--- config.mk ---
export PLATFORM = sky130hd
export DESIGN_NAME = r_addr_track
export DESIGN_NICKNAME = d
export VERILOG_FILES = /design/src/rtl/r_addr_track.sv
export SDC_FILE = /design/constraint.sdc
export NUM_CORES = 1
export LEC_CHECK = 0
export ABC_AREA = 1
export CAP_MARGIN = 20
export CORE_ASPECT_RATIO = 1.75
export CORE_MARGIN = 2
export CORE_UTILIZATION = 54
export CTS_BUF_LIST = sky130_fd_sc_hd__clkbuf_4
export DETAILED_ROUTE_END_ITERATION = 7
export PLACE_DENSITY = 0.88
export SYNTH_ARGS = -nofsm -noshare
export SYNTH_HDL_FRONTEND = slang
export SYNTH_SLANG_ARGS = --single-unit
--- constraint.sdc ---
create_clock -name sys_clk -period 2.57 [get_ports sys_clk]
set_input_delay 0.514 -clock sys_clk [delete_from_list [all_inputs] [get_ports sys_clk]]
set_output_delay 0.514 -clock sys_clk [all_outputs]
set_load 0.02 [all_outputs]
--- src/rtl/r_addr_track.sv ---
// Read-address tracker: records each accepted AR (id plus decoded slave select) and routes
// returning R beats back by RID, retiring the entry on the RLAST handshake.
module r_addr_track #(
  parameter int unsigned ID_WIDTH   = 4,
  parameter int unsigned ADDR_WIDTH = 32,
  parameter int unsigned SEL_WIDTH  = 2,
  parameter int unsigned DEPTH      = 4,
  parameter int unsigned CNT_WIDTH  = 3
) (
  input  logic                  sys_clk,
  input  logic                  sys_rst,
  input  logic                  s_arvalid,
  input  logic                  m_arready,
  input  logic [ID_WIDTH-1:0]   s_arid,
  input  logic [ADDR_WIDTH-1:0] s_araddr,
  input  logic                  rd_state_refre,
  input  logic                  m_rvalid,
  input  logic                  s_rready,
  input  logic [ID_WIDTH-1:0]   m_rid,
  input  logic                  m_rlast,
  output logic                  ar_stall,
  output logic [SEL_WIDTH-1:0]  m_rvalid_sel,
  output logic                  rd_hit,
  output logic                  m_rvalid_sel_en,
  output logic                  s_araddr_en,
  output logic [CNT_WIDTH-1:0]  rd_cnt,
  output logic                  rd_reg_flag
);

  logic [DEPTH-1:0]     r_valid;
  logic [ID_WIDTH-1:0]  r_id  [DEPTH];
  logic [SEL_WIDTH-1:0] r_sel [DEPTH];
  logic [CNT_WIDTH-1:0] r_cnt;
  logic                 r_flag;
  logic                 r_arvalid_d;
  logic                 r_rvalid_d;

  logic [DEPTH-1:0]     w_dup_vec;
  logic [DEPTH-1:0]     w_rid_match;
  logic [DEPTH-1:0]     w_alloc_oh;
  logic [SEL_WIDTH-1:0] w_ar_sel;
  logic                 w_alloc;
  logic                 w_free;
  logic                 w_refresh;
  logic [CNT_WIDTH-1:0] w_cnt_nxt;

  assign w_ar_sel = s_araddr[ADDR_WIDTH-1 -: SEL_WIDTH];

  always_comb begin
    w_dup_vec    = '0;
    w_rid_match  = '0;
    w_alloc_oh   = '0;
    m_rvalid_sel = '0;
    for (int i = 0; i < DEPTH; i++) begin
      w_dup_vec[i]   = r_valid[i] && (r_id[i] == s_arid);
      w_rid_match[i] = r_valid[i] && (r_id[i] == m_rid);
    end
    // Descending scan so the lowest-index invalid slot wins.
    for (int i = DEPTH - 1; i >= 0; i--) begin
      if (!r_valid[i]) begin
        w_alloc_oh    = '0;
        w_alloc_oh[i] = 1'b1;
      end
    end
    // IDs are unique in the table, so at most one entry contributes here.
    for (int i = 0; i < DEPTH; i++) begin
      if (m_rvalid && w_rid_match[i]) begin
        m_rvalid_sel = m_rvalid_sel | r_sel[i];
      end
    end
  end

  assign ar_stall  = (&r_valid) | (s_arvalid & (|w_dup_vec));
  assign rd_hit    = m_rvalid & (|w_rid_match);
  assign w_alloc   = s_arvalid & m_arready & ~ar_stall;
  assign w_free    = m_rvalid & s_rready & m_rlast & rd_hit;
  assign w_refresh = rd_state_refre & ~w_alloc & ~w_free;

  always_comb begin
    w_cnt_nxt = r_cnt;
    if (w_refresh) begin
      w_cnt_nxt = '0;
    end else if (w_alloc && !w_free) begin
      w_cnt_nxt = r_cnt + CNT_WIDTH'(1);
    end else if (w_free && !w_alloc) begin
      w_cnt_nxt = r_cnt - CNT_WIDTH'(1);
    end
  end

  always_ff @(posedge sys_clk or posedge sys_rst) begin
    if (sys_rst) begin
      r_valid     <= '0;
      r_cnt       <= '0;
      r_flag      <= 1'b0;
      r_arvalid_d <= 1'b0;
      r_rvalid_d  <= 1'b0;
      for (int i = 0; i < DEPTH; i++) begin
        r_id[i]  <= '0;
        r_sel[i] <= '0;
      end
    end else begin
      r_arvalid_d <= s_arvalid;
      r_rvalid_d  <= m_rvalid;
      r_cnt       <= w_cnt_nxt;
      r_flag      <= (w_cnt_nxt >= CNT_WIDTH'(2));
      if (w_refresh) begin
        r_valid <= '0;
        for (int i = 0; i < DEPTH; i++) begin
          r_id[i]  <= '0;
          r_sel[i] <= '0;
        end
      end else begin
        r_valid <= (r_valid & ~({DEPTH{w_free}} & w_rid_match)) |
                   ({DEPTH{w_alloc}} & w_alloc_oh);
        for (int i = 0; i < DEPTH; i++) begin
          if (w_alloc && w_alloc_oh[i]) begin
            r_id[i]  <= s_arid;
            r_sel[i] <= w_ar_sel;
          end
        end
      end
    end
  end

  assign rd_cnt          = r_cnt;
  assign rd_reg_flag     = r_flag;
  assign s_araddr_en     = r_arvalid_d;
  assign m_rvalid_sel_en = r_rvalid_d;

endmodule

---- Word-level counts from Yosys, hierarchy flattened ----
Index checks and enable logic that the tools add are counted.
operators by class
  add/subtract/negate cells ............... 2
  order comparisons ....................... 1
  equal/unequal tests ..................... 8
  muxes and demuxes ....................... 22
  bitwise gates (word level) .............. 21
  reduce and logical (&&, ||, !) cells .... 27
operators by type and width
  kind                   count
  $mux W4                9
  $eq A4 B4 Y1           8
  $logic_and A1 B1 Y1    18
  $mux W16               1
  $mux W2                8
  $and A4 B4 Y4          3
  $and A1 B1 Y1          9
  $mux W3                3
  $mux W8                1
  $reduce_bool A2 Y1     4
  $reduce_or A4 Y1       2
  $or A2 B2 Y2           3
  $not A4 Y4             1
  $or A4 B4 Y4           1
  $reduce_and A4 Y1      1
  $add A3 B1 Y3 const B  1
  $ge A3 B2 Y1 const B   1
  $not A1 Y1             3
  $sub A3 B1 Y3 const B  1
  $logic_not A1 Y1       2
  $or A1 B1 Y1           1
word-level totals
  register bits after elaboration ......... 34
  input port bits ......................... 48
  output and inout bits ................... 10
  word-level logic and storage cells ...... 94

---- Longest topological paths before layout ----
  depth in word-level cells ............... 13
  mapped depth ............................ 15
  mapped depth without buffers ............ 14

---- Least setup slack after synthesis ----
No wires, ideal clock.
  kind .................................... input -> output
  start point ............................. input m_rid[2]
  end point ............................... output m_rvalid_sel[0]
  data arrival time ....................... 1578 ps
  required time ........................... 2056 ps
  setup slack ............................. 478 ps
  cell stages on the path ................. 9
  path buffers ............................ 1
  cell sequence ........................... buf_2 -> inv_1 -> nand2_1 -> nand2_1 -> nor2_1 -> nand3_1 -> nor2_1 -> inv_1 -> o21ai_0
between the ends
  cells in the longest elaborated chain, start to end .. 10
  elaborated cells between the ends (all ways) .. 19
  classes of those cells .................. eq/ne (4); mux (4); bitwise (3); reduce/logical (8)
RTL lines
  element              RTL line  source
  start: declaration   19        input logic [ID_WIDTH-1:0] m_rid,
  $eq A4 B4 Y1         56        w_rid_match[i] = r_valid[i] && (r_id[i] == m_rid);
  $logic_and A1 B1 Y1  56
  $logic_and A1 B1 Y1  67        if (m_rvalid && w_rid_match[i]) begin
  $mux W2              67
  $or A2 B2 Y2         68        m_rvalid_sel = m_rvalid_sel | r_sel[i];
  $mux W2              67
  $or A2 B2 Y2         68
  $mux W2              67
  $or A2 B2 Y2         68
  $mux W2 *            67
  end: declaration     22        output logic [SEL_WIDTH-1:0] m_rvalid_sel,
Mark *: on every way between the ends. The rest lies on a longest branch, timed or not.

---- Worst setup path after layout ----
  start point ............................. input s_arid[1]
  end point ............................... output ar_stall
between the ends
  cells in the longest elaborated chain, start to end .. 5
  elaborated cells between the ends (all ways) .. 11
  classes of those cells .................. eq/ne (4); bitwise (2); reduce/logical (5)
RTL lines
  element              RTL line  source
  start: declaration   14        input logic [ID_WIDTH-1:0] s_arid,
  $eq A4 B4 Y1         55        w_dup_vec[i] = r_valid[i] && (r_id[i] == s_arid);
  $logic_and A1 B1 Y1  55
  $reduce_or A4 Y1 *   73        assign ar_stall = (&r_valid) | (s_arvalid & (|w_dup_vec));
  $and A1 B1 Y1 *      73
  $or A1 B1 Y1 *       73
  end: declaration     21        output logic ar_stall,
Marks and branches as above.

==> metrics.md <==
| Metric | Value |
|---|---|
| Worst Path Required | `2.06 ns` |
| Worst min path class | `input port to flop` |
| Post-DP HPWL | `4230 um` |
| Dominant cells by area after synthesis | `dfrtp_1 40%, nand2_1 13%, nor2_1 6.4%` |
| Starting Density | `55.1%` |
| Total core area | `0.00383 sq mm` |
| Antenna violations before repair | `0` |
| Fin crit share | `95.6%` |
| WL per Instance | `14.6 um` |
| RSZ-0062 raised after global routing | `no` |
| RePlAce Congestion | `0.939` |
| Setup CP Type | `input port to primary output` |
| Leading area contributor after synthesis | `dfrtp_1` |
| Critical path peak fanout | `7` |
| Final WS setup | `0.114 ns` |
| Status | `finished clean` |
| Total wire length | `5770 um` |
| Die width | `51.3 um` |
| First-pass DRT Iterations | `4` |
| Fmax | `0.407 GHz` |
| Relative slew slack | `69.8%` |
| Worst setup SP type | `input port` |
| Netlist cell types | `29` |
| Vias per std cell | `5.37` |
| Pre-CTS worst setup slack | `-0.518 ns` |
| Critical Path AT | `1.94 ns` |
| Post-placement cell area | `0.00264 sq mm` |
| Cell row count | `30` |
| Flop-to-flop setup slack | `0.42 ns` |
| LEAKAGE | `1.36 nW` |
| Clock Pin Slew Worst Setup and Hold Paths | `0.11 ns` |
| Pwr/cell area | `449 mW/mm^2` |
| Largest net degree at the start of global routing | `35` |
| Design Area, Final | `0.00268 sq mm` |
| Full die area | `0.00444 sq mm` |
| Most common cell after layout, fill and taps aside | `nand2_1` |
| Top-Level Pins | `58` |
| Crit path time final | `2.46 ns` |
| Diodes inserted | `0` |
| Most frequent cells in the layout | `74 x nand2_1, 36 x nor2_1, 34 x dfrtp_1` |
| Residual DRC count | `0` |
| Max_cap viols | `0` |
| Global Route Usage Sum | `29.5%` |
| CTS buffer count | `5` |
| Post-synth top area share | `40.3%` |
| Clk Latency, worst-skew pair | `0.34 ns` |
| DIE HEIGHT | `86.7 um` |
| Remaining antenna violation count | `0` |
| Hold_buf cts | `0` |
| Syn Area/Cell | `7.35 sq um` |
| Clock Sinks | `34` |
| Root Buffer | `clkbuf_4` |
| IO buf count | `27` |
| Syn_nets | `337` |
| Nets | `396` |
| Vias in the first global route | `2,199` |
| H-tree depth | `2` |
| DR vias | `2,122` |
| Final Total Pwr | `1.20 mW` |
| Grt total ovfl | `0` |
| Final-report max-slew violation count | `0` |
| Ratio of cells with drive above 1 in the final layout | `19.6%` |
| Longest Clk Path Bufs | `2` |
| First-pass GRT wire length | `9720 um` |
| Number of synthesized register bits | `34` |
| Initial DRC count | `75` |
| Layout Area Growth over Synthesis | `26.7%` |
| Max VDD drop | `0.000374 V` |
| Final Skew | `0.0117 ns` |
| Final hold viol count | `0` |
| Slew @ Worst Pin | `0.453 ns` |
| Post-synthesis sequential area ratio | `40.3%` |
| TritonCTS clock tree | `built` |
| Synthesized cell area | `0.00211 sq mm` |
| Post-synthesis cell count | `287` |
| Util after Layout | `69.9%` |
| Final setup vio count | `0` |
| Yosys Warn Count | `0` |
| Critical Path Sink Type | `primary output` |
[where the power goes]
group	total (mW)	switching (mW)	leakage, nW	internal, mW
combinational	0.322	0.186	0.874	0.136
sequential	0.599	0.0269	0.454	0.573
clock	0.280	0.183	0.0277	0.0975
[timing repair]
action                                  4_1_cts  5_1_grt
buffers inserted                              0        0
gates resized for setup                      21        8
hold endpoints to repair                      0        0
endpoints found under the setup margin        4        5
pin swaps                                     1        0
[routing by layer]
layer / routed length (um) / global-route usage, %
met5: 0 / 0
met4: 222 / 17.2
met3: 246 / 4.31
met2: 3240 / 54.3
met1: 2060 / 30.6
[flip-flops by register name, indices dropped and copies added (netlist names)]
register,cells
rd_reg_flag,1
rd_cnt,3
m_rvalid_sel_en,1
r_id,16
r_valid,4
r_sel,8
s_araddr_en,1
[synth_stat cells]
master and n:
nand2_4 1, nand4_4 1, nor3_2 1, nor2_2 1, buf_6 3, dfrtp_1 34, a21oi_2 1, buf_2 2
o21ai_0 18, o31ai_1 1, nand3_1 25, nor2_1 36, a221oi_1 1, xnor2_1 8, a21oi_1 4, o22ai_2 3
nand3_4 1, o2111ai_1 1, inv_2 6, inv_1 32, nand3b_1 1, o22ai_1 8, clkbuf_2 1, nand2_1 74
inv_4 1, o21ai_1 9, nand2_2 9, ha_1 2, nor2_4 2
[through the flow]
step | instances | hold WS (ns) | TNS [ns]
after detailed placement | 387 | 0.508 | -5.40
after global routing | 395 | 0.561 | 0
after floorplan | 287 | 0.481 | 0
after CTS | 395 | 0.537 | -0.0392
final | 395 | 0.519 | 0
after global placement | 387 | 0.500 | -4.27
[cell families after synthesis]
logic type	share of synthesized area, %
and+or+nand+nor	32.7
buffers and inverters	9.37
xor gates and xnor gates	3.32
DFF	40.3
adders and majority gates	1.19
AOI/OAI and AO/OA	13.1
[worst paths after layout]
kind                       depth (start not counted)                    end                  from
setup / recovery                                   9               ar_stall             s_arid[1]
setup reg to reg                                  14  rd_reg_flag$_DFF_PP0_   r_id[7]$_DFFE_PP0P_
min in group asynchronous                          3    r_id[8]$_DFFE_PP0P_               sys_rst
hold reg to reg                                    2   r_sel[3]$_DFFE_PP0P_  r_sel[3]$_DFFE_PP0P_
max in group asynchronous                          3    rd_cnt[0]$_DFF_PP0_               sys_rst
hold / removal                                     3    r_id[8]$_DFFE_PP0P_             s_arid[0]
[final cells by class]
| cell class | count | area, sq um |
|---|---|---|
| fill | 335 | 1150 |
| clock inverter | 3 | 11.3 |
| inverter | 39 | 149 |
| clock buffer | 5 | 37.5 |
| timing repair buffer | 58 | 499 |
| multi-input combinational | 208 | 1070 |
| tap | 48 | 60.1 |
| sequential | 34 | 851 |
[worst max-delay path: stages]
cell,delay (ns)
dlygate4sd2_1,0.33
nand2_1,0.10
nand2_1,0.06
nor2_1,0.13
nand3b_1,0.10
nand2_1,0.19
o21ai_0,0.13
nand2_1,0.07
dlygate4sd2_1,0.33
Note: power is estimated with default switching activity, not from simulation.
